<file path="src/rtl/dram_test_pkg.sv">
// ----------------------------------------------------------------------------
// dram_test_pkg : shared types and pattern helpers for DRAM memory tests. Rev 1.0
// ----------------------------------------------------------------------------
`default_nettype none

package dram_test_pkg;

  typedef enum logic [2:0] {
    ST_IDLE      = 3'd0,
    ST_WAIT_INIT = 3'd1,
    ST_WR_REQ    = 3'd2,
    ST_WR_WAIT   = 3'd3,
    ST_RD_REQ    = 3'd4,
    ST_RD_WAIT   = 3'd5,
    ST_DONE      = 3'd6
  } memtest_state_t;

  // Fibonacci taps 32,22,2,1 expressed as bit positions 31,21,1,0.
  localparam logic [31:0] LFSR_TAPS = 32'h8020_0003;
  localparam logic [31:0] LANE_SALT = 32'h0101_0101;

  // An all-zero seed would lock the LFSR, so it is replaced by 1.
  function automatic logic [31:0] lfsr_seed_fix(input logic [31:0] s);
    return (s == 32'd0) ? 32'd1 : s;
  endfunction

  function automatic logic [31:0] lfsr_next(input logic [31:0] s);
    return {s[30:0], ^(s & LFSR_TAPS)};
  endfunction

  function automatic logic [31:0] pattern_lane(input logic [31:0] lfsr, input logic [31:0] lane);
    return lfsr ^ (lane * LANE_SALT);
  endfunction

endpackage

`default_nettype wire

</file>
<file path="src/rtl/dram_wb_memtest_if.sv">
// ----------------------------------------------------------------------------
// dram_wb_memtest_if : Wishbone user-port bundle (master = tester). Rev 1.0
// ----------------------------------------------------------------------------
`default_nettype none

interface dram_wb_memtest_if #(
  parameter int ADDR_WIDTH = 25,
  parameter int DATA_WIDTH = 256,
  parameter int SEL_WIDTH  = DATA_WIDTH / 8
);

  logic [ADDR_WIDTH-1:0] wb_adr;
  logic [DATA_WIDTH-1:0] wb_dat_w;
  logic [SEL_WIDTH-1:0]  wb_sel;
  logic                  wb_cyc;
  logic                  wb_stb;
  logic                  wb_we;
  logic [DATA_WIDTH-1:0] wb_dat_r;
  logic                  wb_ack;
  logic                  wb_err;

  modport master (
    output wb_adr, wb_dat_w, wb_sel, wb_cyc, wb_stb, wb_we,
    input  wb_dat_r, wb_ack, wb_err
  );

  modport slave (
    input  wb_adr, wb_dat_w, wb_sel, wb_cyc, wb_stb, wb_we,
    output wb_dat_r, wb_ack, wb_err
  );

endinterface

`default_nettype wire

</file>
<file path="src/rtl/dram_pattern_lfsr.sv">
// ----------------------------------------------------------------------------
// dram_pattern_lfsr : 32-bit pattern LFSR with load/step control. Rev 1.0
// ----------------------------------------------------------------------------
`default_nettype none

module dram_pattern_lfsr
  import dram_test_pkg::*;
(
  input  logic        clk,
  input  logic        rst,
  input  logic        load,
  input  logic        step,
  input  logic [31:0] seed,
  output logic [31:0] state
);

  always_ff @(posedge clk or posedge rst) begin
    if (rst) begin
      state <= 32'd1;
    end else if (load) begin
      state <= lfsr_seed_fix(seed);
    end else if (step) begin
      state <= lfsr_next(state);
    end
  end

endmodule

`default_nettype wire

</file>
<file path="src/rtl/dram_wb_memtest.sv">
// ----------------------------------------------------------------------------
// dram_wb_memtest : Wishbone write/read-back sweep test of the DRAM user port. Rev 1.0
// ----------------------------------------------------------------------------
`default_nettype none

module dram_wb_memtest
  import dram_test_pkg::*;
#(
  parameter int ADDR_WIDTH     = 25,
  parameter int DATA_WIDTH     = 256,
  parameter int SEL_WIDTH      = DATA_WIDTH / 8,
  parameter int TIMEOUT_CYCLES = 4096
) (
  input  logic                  user_clk,
  input  logic                  user_rst,
  input  logic                  start,
  input  logic [ADDR_WIDTH-1:0] base_adr,
  input  logic [ADDR_WIDTH-1:0] num_words,
  input  logic [31:0]           seed,
  input  logic                  init_done,
  input  logic                  init_error,
  dram_wb_memtest_if.master     wb,
  output logic                  busy,
  output logic                  done,
  output logic                  pass,
  output logic                  fail,
  output logic [15:0]           err_count,
  output logic [ADDR_WIDTH-1:0] first_err_adr
);

  localparam int LANES = DATA_WIDTH / 32;
  localparam int TMO_W = $clog2(TIMEOUT_CYCLES + 1);

  memtest_state_t        state;
  logic [ADDR_WIDTH-1:0] base_q;
  logic [ADDR_WIDTH-1:0] count_q;
  logic [31:0]           seed_q;
  logic [ADDR_WIDTH-1:0] k;
  logic [TMO_W-1:0]      tmo_cnt;
  logic [31:0]           lfsr;
  logic [DATA_WIDTH-1:0] pattern;

  logic                  lfsr_load;
  logic                  lfsr_step;
  logic                  in_wait;
  logic                  resp;
  logic                  last_word;
  logic                  miscmp;
  logic                  tmo_hit;
  logic                  err_event;
  logic [15:0]           err_count_nx;
  logic [ADDR_WIDTH-1:0] cur_adr;

  dram_pattern_lfsr u_lfsr (
    .clk   (user_clk),
    .rst   (user_rst),
    .load  (lfsr_load),
    .step  (lfsr_step),
    .seed  (seed_q),
    .state (lfsr)
  );

  generate
    for (genvar j = 0; j < LANES; j++) begin : g_lane
      assign pattern[32*j +: 32] = pattern_lane(lfsr, 32'(j));
    end
  endgenerate

  // The LFSR is held during each wait, so the read compare uses it directly.
  always_comb begin
    cur_adr      = base_q + k;
    last_word    = (k + ADDR_WIDTH'(1)) == count_q;
    in_wait      = (state == ST_WR_WAIT) || (state == ST_RD_WAIT);
    resp         = in_wait && (wb.wb_ack || wb.wb_err);
    miscmp       = (state == ST_RD_WAIT) && wb.wb_ack && !wb.wb_err && (wb.wb_dat_r != pattern);
    tmo_hit      = in_wait && !resp && (tmo_cnt == TMO_W'(TIMEOUT_CYCLES - 1));
    err_event    = (in_wait && wb.wb_err) || miscmp || tmo_hit;
    err_count_nx = (err_event && err_count != 16'hFFFF) ? err_count + 16'd1 : err_count;
    lfsr_load    = (state == ST_WAIT_INIT) || ((state == ST_WR_WAIT) && resp && last_word);
    lfsr_step    = resp && !lfsr_load;
  end

  always_ff @(posedge user_clk or posedge user_rst) begin
    if (user_rst) begin
      state         <= ST_IDLE;
      base_q        <= '0;
      count_q       <= '0;
      seed_q        <= '0;
      k             <= '0;
      tmo_cnt       <= '0;
      wb.wb_adr     <= '0;
      wb.wb_dat_w   <= '0;
      wb.wb_sel     <= {SEL_WIDTH{1'b1}};
      wb.wb_cyc     <= 1'b0;
      wb.wb_stb     <= 1'b0;
      wb.wb_we      <= 1'b0;
      busy          <= 1'b0;
      done          <= 1'b0;
      pass          <= 1'b0;
      fail          <= 1'b0;
      err_count     <= '0;
      first_err_adr <= '0;
    end else begin
      err_count <= err_count_nx;
      if (err_event && err_count == 16'd0) begin
        first_err_adr <= cur_adr;
      end

      case (state)
        ST_IDLE, ST_DONE: begin
          if (start) begin
            base_q        <= base_adr;
            count_q       <= num_words;
            seed_q        <= seed;
            k             <= '0;
            busy          <= 1'b1;
            done          <= 1'b0;
            pass          <= 1'b0;
            fail          <= 1'b0;
            err_count     <= '0;
            first_err_adr <= '0;
            state         <= ST_WAIT_INIT;
          end
        end

        ST_WAIT_INIT: begin
          if (init_error) begin
            busy  <= 1'b0;
            done  <= 1'b1;
            fail  <= 1'b1;
            state <= ST_DONE;
          end else if (init_done) begin
            if (count_q == '0) begin
              busy  <= 1'b0;
              done  <= 1'b1;
              pass  <= 1'b1;
              state <= ST_DONE;
            end else begin
              state <= ST_WR_REQ;
            end
          end
        end

        // Request states are entered with cyc low, giving the idle gap between beats.
        ST_WR_REQ, ST_RD_REQ: begin
          wb.wb_cyc <= 1'b1;
          wb.wb_stb <= 1'b1;
          wb.wb_we  <= (state == ST_WR_REQ);
          wb.wb_adr <= cur_adr;
          if (state == ST_WR_REQ) begin
            wb.wb_dat_w <= pattern;
          end
          tmo_cnt <= '0;
          state   <= (state == ST_WR_REQ) ? ST_WR_WAIT : ST_RD_WAIT;
        end

        ST_WR_WAIT, ST_RD_WAIT: begin
          if (resp || tmo_hit) begin
            wb.wb_cyc <= 1'b0;
            wb.wb_stb <= 1'b0;
            wb.wb_we  <= 1'b0;
          end
          if (resp) begin
            if (!last_word) begin
              k     <= k + ADDR_WIDTH'(1);
              state <= (state == ST_WR_WAIT) ? ST_WR_REQ : ST_RD_REQ;
            end else if (state == ST_WR_WAIT) begin
              k     <= '0;
              state <= ST_RD_REQ;
            end else begin
              busy  <= 1'b0;
              done  <= 1'b1;
              pass  <= (err_count_nx == 16'd0);
              fail  <= (err_count_nx != 16'd0);
              state <= ST_DONE;
            end
          end else if (tmo_hit) begin
            busy  <= 1'b0;
            done  <= 1'b1;
            fail  <= 1'b1;
            state <= ST_DONE;
          end else begin
            tmo_cnt <= tmo_cnt + 1'b1;
          end
        end

        default: state <= ST_IDLE;
      endcase
    end
  end

endmodule

`default_nettype wire

</file>
<file path="src/flat_wrapper.sv">
// flat-port wrapper written by rule: the top's interface ports become plain ports
module dram_wb_memtest_flat import dram_test_pkg::*;
#(
  parameter int ADDR_WIDTH     = 25,
  parameter int DATA_WIDTH     = 256,
  parameter int SEL_WIDTH      = DATA_WIDTH / 8,
  parameter int TIMEOUT_CYCLES = 4096
)
  (user_clk, user_rst, start, base_adr, num_words, seed, init_done, init_error, busy, done, pass, fail, err_count, first_err_adr, wb_wb_adr, wb_wb_dat_w, wb_wb_sel, wb_wb_cyc, wb_wb_stb, wb_wb_we, wb_wb_dat_r, wb_wb_ack, wb_wb_err);
  dram_wb_memtest_if #(.ADDR_WIDTH(ADDR_WIDTH), .DATA_WIDTH(DATA_WIDTH), .SEL_WIDTH(SEL_WIDTH)) wb_i ();
  input  logic user_clk;
  input  logic user_rst;
  input  logic start;
  input  logic [ADDR_WIDTH-1:0] base_adr;
  input  logic [ADDR_WIDTH-1:0] num_words;
  input  logic [31:0] seed;
  input  logic init_done;
  input  logic init_error;
  output logic busy;
  output logic done;
  output logic pass;
  output logic fail;
  output logic [15:0] err_count;
  output logic [ADDR_WIDTH-1:0] first_err_adr;
  output wire logic [$bits(wb_i.wb_adr)-1:0] wb_wb_adr;
  output wire logic [$bits(wb_i.wb_dat_w)-1:0] wb_wb_dat_w;
  output wire logic [$bits(wb_i.wb_sel)-1:0] wb_wb_sel;
  output wire logic [$bits(wb_i.wb_cyc)-1:0] wb_wb_cyc;
  output wire logic [$bits(wb_i.wb_stb)-1:0] wb_wb_stb;
  output wire logic [$bits(wb_i.wb_we)-1:0] wb_wb_we;
  input wire logic [$bits(wb_i.wb_dat_r)-1:0] wb_wb_dat_r;
  input wire logic [$bits(wb_i.wb_ack)-1:0] wb_wb_ack;
  input wire logic [$bits(wb_i.wb_err)-1:0] wb_wb_err;
  assign wb_wb_adr = wb_i.wb_adr;
  assign wb_wb_dat_w = wb_i.wb_dat_w;
  assign wb_wb_sel = wb_i.wb_sel;
  assign wb_wb_cyc = wb_i.wb_cyc;
  assign wb_wb_stb = wb_i.wb_stb;
  assign wb_wb_we = wb_i.wb_we;
  assign wb_i.wb_dat_r = wb_wb_dat_r;
  assign wb_i.wb_ack = wb_wb_ack;
  assign wb_i.wb_err = wb_wb_err;
  dram_wb_memtest #(.ADDR_WIDTH(ADDR_WIDTH), .DATA_WIDTH(DATA_WIDTH), .SEL_WIDTH(SEL_WIDTH), .TIMEOUT_CYCLES(TIMEOUT_CYCLES)) u_core (.user_clk(user_clk), .user_rst(user_rst), .start(start), .base_adr(base_adr), .num_words(num_words), .seed(seed), .init_done(init_done), .init_error(init_error), .wb(wb_i), .busy(busy), .done(done), .pass(pass), .fail(fail), .err_count(err_count), .first_err_adr(first_err_adr));
endmodule
</file>
<file path="config.mk">
export PLATFORM = sky130hd
export DESIGN_NAME = dram_wb_memtest_flat
export DESIGN_NICKNAME = d
export VERILOG_FILES = /design/src/rtl/dram_test_pkg.sv /design/src/rtl/dram_wb_memtest_if.sv /design/src/rtl/dram_pattern_lfsr.sv /design/src/rtl/dram_wb_memtest.sv /design/src/flat_wrapper.sv
export SDC_FILE = /design/constraint.sdc
export NUM_CORES = 1
export LEC_CHECK = 0
export ABC_AREA = 1
export BUFFER_PORTS_ARGS = -buffer_cell sky130_fd_sc_hd__buf_2
export CAP_MARGIN = 15
export CORE_AREA = 2 2 273 275
export DETAILED_ROUTE_END_ITERATION = 12
export DIE_AREA = 0 0 275 277
export HOLD_SLACK_MARGIN = 0.05
export PLACE_DENSITY = 0.5
export SYNTH_ARGS = -nofsm -noshare
export SYNTH_HDL_FRONTEND = slang
export SYNTH_SLANG_ARGS = --single-unit
</file>
<file path="constraint.sdc">
create_clock -name user_clk -period 18.1 [get_ports user_clk]
set_input_delay 4.525 -clock user_clk [delete_from_list [all_inputs] [get_ports user_clk]]
set_output_delay 4.525 -clock user_clk [all_outputs]
set_load 0.02 [all_outputs]
</file>
* Word level (Yosys, flattened, before mapping)
Index checks and enable logic that the tools add are counted.
** Storage, ports and cells
- Bits in registers :: 483
- Input port bits :: 345
- Output and inout port bits :: 361
** Cells by class
- Add/subtract/negate cells :: 4
- Equality and inequality tests :: 27
- Muxes and demuxes :: 59
- Bitwise operators :: 7
- Reductions and logical operators :: 44
** Operator list (number)
- inequality test 256 bit :: 1
- 2-to-1 mux 25 bit :: 7
- 2-to-1 mux 32 bit :: 3
- case mux 25 bit (2 select lines) :: 1
- 2-to-1 mux 16 bit :: 3
- zero test 16 bit :: 2
- zero test 32 bit :: 1
- XOR reduction 32 bit :: 1
- 2-to-1 mux 3 bit :: 9
- 2-to-1 mux 13 bit :: 2
- case mux 13 bit (2 select lines) :: 1
- adder 25 x 1 -> 25 bit (second input constant) :: 1
- adder 25 bit :: 1
- == test 25 bit :: 1
- zero test 25 bit :: 1
- 2-to-1 mux 1 bit :: 25
- inverter 8 bit :: 3
- adder 16 x 1 -> 16 bit (second input constant) :: 1
- inequality test 16 bit (second input constant) :: 1
- inequality test 2 bit (second input constant) :: 8
- nonzero test 16 bit :: 1
- inequality test 3 bit (second input constant) :: 5
- adder 13 x 1 -> 13 bit (second input constant) :: 1
- == test 13 x 12 -> 1 bit (second input constant) :: 1
- 24 further kinds :: 60

* Longest topological paths before layout
Gate-level depths: netlist of the first run.
- Depth after elaboration :: 14
- Mapped depth :: 25
- Depth with buffers taken out :: 23

* Cells and area by module
From an unflattened synthesis of the first run, not the netlist that was laid out.
** Unflattened totals
- Cells, all modules :: 3020
- Area, all modules :: 20269.4 µm²
** Modules (own cells, without submodules)
- dram_wb_memtest :: times used 1, cells each 2797, area an instance 18595.3 µm², seq. area each 5980.7 µm²
- dram_pattern_lfsr :: times used 1, cells each 223, area an instance 1674.1 µm², seq. area each 802.0 µm²

* Least setup slack after synthesis of the first run
OpenSTA, ideal clock, no wires.
- Path type :: input -> register
- Start point :: input port wb_wb_dat_r[17]
- End point :: register u_core.pass
- Data arrival time :: 6.130 ns
- Setup slack :: 11.854 ns
- Cell stages on the path :: 23
- Path through :: inv_1 nand2_1 o21ai_0 nand2_1 nor2_1 nand2_1 nor2_1 nand2_1 nor2_1 nand2_1 nand2_1 nand2_2 nand2_1 buf_4 nand2_1 nand2_1 nor2_1 nand2_1 nor2_1 nand2_1 nand2_1 nand2_1 nand2_1
** On the way
- Cells in the longest elaborated chain, start to end :: 11
** RTL lines
- from (decl) :: RTL line flat_wrapper.sv:31 : input wire logic [$bits(wb_i.wb_dat_r)-1:0] wb_wb_dat_r;
- inequality test 256 bit :: RTL line dram_wb_memtest.sv:75 : miscmp = (state == ST_RD_WAIT) && wb.wb_ack && !wb.wb_err && (wb.wb_dat_r != pattern);
- logical AND 1 bit :: RTL line dram_wb_memtest.sv:75
- logical OR 1 bit (2 in a row) :: RTL line dram_wb_memtest.sv:77 : err_event = (in_wait && wb.wb_err) || miscmp || tmo_hit;
- logical AND 1 bit :: RTL line dram_wb_memtest.sv:78 : err_count_nx = (err_event && err_count != 16'hFFFF) ? err_count + 16'd1 : err_count;
- 2-to-1 mux 16 bit :: RTL line dram_wb_memtest.sv:78
- zero test 16 bit :: RTL line dram_wb_memtest.sv:173 : pass <= (err_count_nx == 16'd0);
- 2-to-1 mux 1 bit :: RTL line dram_wb_memtest.sv:167 : end else if (state == ST_WR_WAIT) begin
- 2-to-1 mux 1 bit :: RTL line dram_wb_memtest.sv:164 : if (!last_word) begin
- 2-to-1 mux 1 bit :: RTL line dram_wb_memtest.sv:163 : if (resp) begin
- case mux 1 bit (3 select lines) :: RTL line dram_wb_memtest.sv:109 : case (state)
- to (signal assigned) :: RTL line dram_wb_memtest.sv:173
- to (decl) :: RTL line dram_wb_memtest.sv:25 : output logic pass,
Every way passes these cells. The select of a mux whose other input is x is not followed.
A chain may end at the register's enable or synchronous reset.

* Worst setup path in the final report of the first run
- Start point :: input port wb_wb_dat_r[5]
- End point :: register u_core.fail
** On the way
- Cells in the longest elaborated chain, start to end :: 11
** RTL lines
- inequality test 256 bit :: RTL line dram_wb_memtest.sv:75
- logical AND 1 bit :: RTL line dram_wb_memtest.sv:75
- logical OR 1 bit (2 in a row) :: RTL line dram_wb_memtest.sv:77
- logical AND 1 bit :: RTL line dram_wb_memtest.sv:78
- 2-to-1 mux 16 bit :: RTL line dram_wb_memtest.sv:78
- nonzero test 16 bit :: RTL line dram_wb_memtest.sv:174 : fail <= (err_count_nx != 16'd0);
- 2-to-1 mux 1 bit :: RTL line dram_wb_memtest.sv:167
- 2-to-1 mux 1 bit :: RTL line dram_wb_memtest.sv:164
- 2-to-1 mux 1 bit :: RTL line dram_wb_memtest.sv:163
- case mux 1 bit (3 select lines) :: RTL line dram_wb_memtest.sv:109
- to (signal assigned) :: RTL line dram_wb_memtest.sv:174
- to (decl) :: RTL line dram_wb_memtest.sv:26 : output logic fail,
Every way passes these cells. The select of a mux whose other input is x is not followed.

==> results of run 1 <==
-- Yosys cell counts (8+ instances only) --
cell | instances | area [um^2]
nand3_1 | 96 | 480
o21ai_1 | 14 | 70.1
or2_2 | 9 | 56.3
nor4_1 | 23 | 144
a21oi_1 | 60 | 300
a211oi_1 | 8 | 60.1
nand4_1 | 35 | 219
xor2_1 | 107 | 937
o21ai_0 | 138 | 691
inv_1 | 309 | 1160
nor2_1 | 278 | 1040
nor2_2 | 8 | 50.1
o21a_1 | 16 | 120
nor3_1 | 24 | 120
nand2_1 | 1169 | 4390
ha_1 | 29 | 363
clkbuf_1 | 54 | 203
xnor2_1 | 43 | 377
dfrtp_1 | 270 | 6760
buf_4 | 257 | 1930
buf_2 | 29 | 145
-- cell type report --
class / instances / area [um^2] / share of cell area (%)
Sequential cell: 271 / 6780 / 28.3
Antenna cell: 8 / 20.0 / 0.0835
Inverter: 315 / 1190 / 4.97
Timing Repair Buffer: 696 / 3560 / 14.9
Clock buffer: 50 / 1030 / 4.32
Clock inverter: 18 / 304 / 1.27
Multi-Input combinational cell: 2126 / 9860 / 41.1
Tap cell: 969 / 1210 / 5.06
-- registers in the layout, summed over array words and instances (netlist names) --
| register | cells |
|---|---|
| u_core.state | 3 |
| u_core.wb.wb_dat_w | 44 |
| u_core.wb.wb_adr | 25 |
| u_core.seed_q | 32 |
| u_core.err_count | 16 |
| u_core.u_lfsr.state | 32 |
| u_core.count_q | 25 |
| u_core.first_err_adr | 25 |
| u_core.wb.wb_we | 1 |
| u_core.base_q | 25 |
| u_core.fail | 1 |
| u_core.done | 1 |
| u_core.k | 25 |
| u_core.pass | 1 |
| u_core.wb.wb_cyc | 1 |
| u_core.tmo_cnt | 13 |
| u_core.busy | 1 |
-- worst max-delay path by stage --
stage                                              end  slack [ps]  depth (start not counted)
floorplan                 u_core.base_q[0]$_DFFE_PP0P_        6110                          1
global placement    u_core.first_err_adr[14]$_DFF_PP0_       10070                         16
detailed placement  u_core.first_err_adr[12]$_DFF_PP0_       10020                         18
CTS                 u_core.first_err_adr[14]$_DFF_PP0_       10640                         18
global route                   u_core.fail$_DFFE_PP0P_       10680                         23
finish                         u_core.fail$_DFFE_PP0P_       11010                         23
-- kinds of logic (layout without fill, tap and decap cells) --
logic type	after synthesis	after routing	share of synthesized area (%)
simple gates	1663	1663	33.4
buf+inv	660	1079	17.4
flops	271	271	33.9
compound gates	251	251	6.79
xor+xnor	150	150	6.57
fa+ha+maj	30	30	1.91
other cells	1	40	0.0187
-- metrics by stage --
stage,instances,power (mW)
after global routing,4450,4.36
after detailed placement,4376,3.29
after global placement,4376,3.28
after floorplan,3057,2.68
final,4453,4.06
after CTS,4444,4.12
-- metal layers --
| metal | wire [um] | track usage, % |
|---|---|---|
| met5 | 209 | 0 |
| met4 | 3030 | 7.83 |
| met3 | 6450 | 5.70 |
| met2 | 42100 | 37.7 |
| met1 | 36200 | 27.1 |
-- report_power, final --
| part | internal (mW) | switching (mW) |
|---|---|---|
| registers | 0.831 | 0.348 |
| clock network | 0.481 | 0.317 |
| logic | 0.638 | 1.44 |
-- critical path: stages --
cell	delay (ps)
buf_2	100
inv_1	40
nand2_1	50
nand2_1	60
nor2_1	110
nand2_1	80
nor2_1	380
nand2_1	140
nor2_1	160
nand2_1	70
nor2_1	100
nand2_1	160
nand2_1	120
nand2_2	230
nand2_1	500
nand2_1	150
nand2_1	100
nor2_1	50
nand2_1	70
nor2_1	60
nand2_1	120
nand2_1	60
a21oi_1	150
==> results.tsv, run 1 <==
metric	value	unit
clkSinkCount	271	
drt_first_pass_iters	5	
drc	0	
drt_iter0_drc	1252	
cts-resized-gates	0	
nNetsFinal	3822	
hold_start	u_core.seed_q[4]$_DFFE_PP0P_	
dieArea	0.0762	mm^2
final_core_util	32.6	%
cp_max_fo	19	
startpoint	wb_wb_dat_r[5]	
grt_pass1_wl	125	mm
synth.distinct_cells	48	
track_usage	22.2	%
hold_viol	0	
overflow	0	
antenna_found_initial	26	
rsz0062_at_grt	false	
clockBufferDepth	3	
clk_latency	580	ps
cts.clk_slew.worst_paths	60	ps
worst_pin_slew	1050	ps
arrival	7600	ps
p_per_area	169	mW/mm^2
worst_r2r_startpoint	u_core.u_lfsr.state[17]$_DFFE_PP0P_	
setup.worst_path.class	in -> reg	
startpoint_type	input pin	
syn_to_final_growth	19.8	%
fin_area	0.0240	mm^2
start_util	27.2	%
postCtsSetupRepairBufs	0	
cts_tree	built	
finalHoldWorstSlack	469	ps
place_area	0.0226	mm^2
wirelength	88.0	mm
cts_made_buffers	37	
hp-class	reg -> reg	
setup_violations	0	
wire_per_inst	19.8	um
layout_commonest_cell	nand2_1	
avgViaCountPerCell	4.40	
dp_hpwl	67.7	mm
status	complete, no violations	
fin_ws	11010	ps
fin_crit	7090	ps
h-tree-depth	2	
clock-root-buffer	clkbuf_16	
timing.fmax	141	MHz
synth-seq-cells	271	
worstReg2RegEnd	u_core.fail$_DFFE_PP0P_	
reg2regPathDepth	22	
maxCapViolCount	0	
synth_flop_cell	dfrtp_1	
rrSetupSlack	13540	ps
seq_area_frac_synth	33.9	%
layout.cells.most_common_list	nand2_1 (1168), buf_2 (673), inv_1 (306)	
fp-row-count	100	
maxSlewHeadroom	29.9	%
p_leak	13.6	nW
gp_congestion	0.917	
synth_edf_count	0	
io_buffer_count	673	
synthArstFlopShare	100	%
peakVddDrop	134	uV
grt_pass1_vias	18446	
yosysWarningCount	32	
syn-mean-instance-area	6.61	um^2
die_w	275	um
detail-route-antenna-nets	0	
final.setup.tns	0	ps
synth_cells	3026	
die_h	277	um
whs_path_depth	2	
drive_above_1_share	22.8	%
cp-end-kind	register	
cts_hold_buf	0	
finalMaxSlewViolations	0	
hold_end	u_core.u_lfsr.state[4]$_DFFE_PP0P_	
required	18600	ps
nFillCells	8190	
skew	40.2	ps
syn_area	0.0200	mm^2
fin_crit_sh	39.2	%
dp_slack	10020	ps
num_io_pins	706	
dr_total_vias	19588	
core_area	0.0736	mm^2
grt_start_max_net_pins	85	
Power figures use the tool's default switching activity.
==> inputs of run 2 (changes only) <==
--- a/config.mk
+++ b/config.mk
@@ -8,11 +8,11 @@
 export ABC_AREA = 1
 export BUFFER_PORTS_ARGS = -buffer_cell sky130_fd_sc_hd__buf_2
 export CAP_MARGIN = 15
-export CORE_AREA = 2 2 273 275
+export CORE_AREA = 2 2 275 277
 export DETAILED_ROUTE_END_ITERATION = 12
-export DIE_AREA = 0 0 275 277
+export DIE_AREA = 0 0 277 279
 export HOLD_SLACK_MARGIN = 0.05
-export PLACE_DENSITY = 0.5
+export PLACE_DENSITY = 0.49
 export SYNTH_ARGS = -nofsm -noshare
 export SYNTH_HDL_FRONTEND = slang
 export SYNTH_SLANG_ARGS = --single-unit
==> constraint.sdc (replaced) <==
create_clock -name user_clk -period 6.58 [get_ports user_clk]
set_input_delay 1.645 -clock user_clk [delete_from_list [all_inputs] [get_ports user_clk]]
set_output_delay 1.645 -clock user_clk [all_outputs]
set_load 0.02 [all_outputs]
==> run 2 against run 1 <==
  * Critical path type is now reg -> reg
  * Setup slack lost 9000 ps
  * Critical path depth decreased by 6
  * Worst hold slack worse by 33 ps
  * Combinational power grew to 2.7 times the previous value
  * Utilization shrank 0.17 points
  * Final cell count up 0.11%
  * Register-to-register slack worse by 12000 ps
==> results.tsv, run 2 (synthesized netlist as in run 1, its figures left out) <==
metric	value	unit
die_w	277	um
hold_start	u_core.seed_q[12]$_DFFE_PP0P_	
drt_first_pass_iters	7	
finalMaxSlewViolations	0	
fin_crit	4610	ps
antenna_found_initial	28	
worstReg2RegEnd	u_core.first_err_adr[7]$_DFF_PP0_	
dp_slack	1350	ps
arrival	5080	ps
cp-end-kind	register	
drive_above_1_share	22.9	%
core_area	0.0741	mm^2
reg2regPathDepth	17	
die_h	279	um
cp_max_fo	36	
drt_iter0_drc	1178	
clockBufferDepth	3	
setup.worst_path.class	reg -> reg	
hold_end	u_core.u_lfsr.state[12]$_DFFE_PP0P_	
dieArea	0.0773	mm^2
startpoint_type	register	
largestRegisters	u_core.wb.wb_dat_w x44, u_core.seed_q x32, u_core.u_lfsr.state x32	
io_buffer_count	673	
skew	38.3	ps
setup_violations	0	
whs_path_depth	2	
fin_ws	1970	ps
p_leak	13.6	nW
largest_reg_flops	44	
cts_made_buffers	38	
timing.fmax	217	MHz
clkSinkCount	271	
wirelength	88.0	mm
startpoint	u_core.u_lfsr.state[12]$_DFFE_PP0P_	
detail-route-antenna-nets	0	
worst_pin_slew	973	ps
grt_start_max_net_pins	111	
avgViaCountPerCell	4.40	
wire_per_inst	19.7	um
p_per_area	465	mW/mm^2
dp_hpwl	67.6	mm
clock-root-buffer	clkbuf_16	
rrSetupSlack	1970	ps
track_usage	21.9	%
start_util	27.0	%
rsz0062_at_grt	false	
num_io_pins	706	
layout_commonest_cell	nand2_1	
cts-resized-gates	0	
cts_tree	built	
status	complete, no violations	
grt_pass1_wl	125	mm
peakVddDrop	215	uV
overflow	0	
nNetsFinal	3825	
clk_latency	580	ps
fin_crit_sh	70.0	%
hp-class	reg -> reg	
fp-row-count	100	
final.setup.tns	0	ps
dr_total_vias	19609	
gp_congestion	0.888	
h-tree-depth	2	
worst_r2r_startpoint	u_core.u_lfsr.state[12]$_DFFE_PP0P_	
syn_to_final_growth	20.0	%
drc	0	
cts_hold_buf	0	
top_register	u_core.wb.wb_dat_w	
required	7050	ps
cts.clk_slew.worst_paths	60	ps
layout.cells.most_common_list	nand2_1 (1168), buf_2 (673), inv_1 (306)	
grt_pass1_vias	18383	
postCtsSetupRepairBufs	0	
hold_viol	0	
maxCapViolCount	0	
maxSlewHeadroom	35.1	%
run 2: cell count changes in the layout (fill, tap and decap cells not counted), sizes merged:
cell / previous run / this run
inv: 309 / 311
clkinvlp: 1 / 5
diode: 8 / 10
clkinv: 18 / 14
bufinv: 5 / 4
buf: 696 / 698
run 2: worst max path at each step:
stage / endpoint / slack (ps) / cells past startpoint
6_report: u_core.first_err_adr[7]$_DFF_PP0_ / 1970 / 17
5_1_grt: u_core.pass$_DFFE_PP0P_ / 1650 / 23
4_1_cts: u_core.first_err_adr[15]$_DFF_PP0_ / 1610 / 17
3_5_place_dp: u_core.first_err_adr[15]$_DFF_PP0_ / 1350 / 17
3_3_place_gp: u_core.first_err_adr[12]$_DFF_PP0_ / 1370 / 17
2_1_floorplan: u_core.base_q[0]$_DFFE_PP0P_ / 1350 / 1
run 2: area by class of cell:
type | count | area [um^2]
Clock buffer | 50 | 1040
Multi-Input combinational cell | 2126 | 9860
Tap cell | 969 | 1210
Sequential cell | 271 | 6780
Fill cell | 8280 | 50100
Antenna cell | 10 | 25.0
Inverter | 315 | 1190
Clock inverter | 19 | 277
Timing Repair Buffer | 698 | 3620
run 2: layer usage:
| layer | share of wire, % | GRT usage (%) | vias to the layer above |
|---|---|---|---|
| li1 | - | - | 9912 |
| met1 | 42 | 26.8 | 8946 |
| met2 | 48 | 37.9 | 577 |
| met3 | 6.9 | 5.51 | 138 |
| met4 | 2.7 | 6.10 | 36 |
| met5 | 0.27 | 0 | - |
run 2: report_power, final:
group / switching (mW) / internal, mW
sequential: 1.00 / 2.29
clock: 0.888 / 1.29
combinational: 3.90 / 1.79
run 2: critical path, stage by stage (launching register included):
cell	delay [ps]
dfrtp_1	860
clkinv_1	770
nand2_1	230
nand2_1	70
nor2_1	100
nand2_1	60
nor2_1	110
nand2_1	130
nor2_1	190
nand2_1	70
nor2_1	160
nand2_1	170
nand2_1	110
nand2_2	230
nand2_1	460
inv_1	280
buf_16	240
a211oi_1	250
run 2: per-stage QoR:
stage               util, %  total power, mW  cell area (um^2)  std cells  hold slack, ps
floorplan                 -             7.38             20100       3057             442
finish                 32.4             11.2             24000       4458             436
detailed placement     30.5             9.01             22600       4377             454
global placement       30.5             8.99             22600       4377             453
global route           32.4             12.0             24000       4452             487
CTS                    32.3             11.3             23900       4446             451
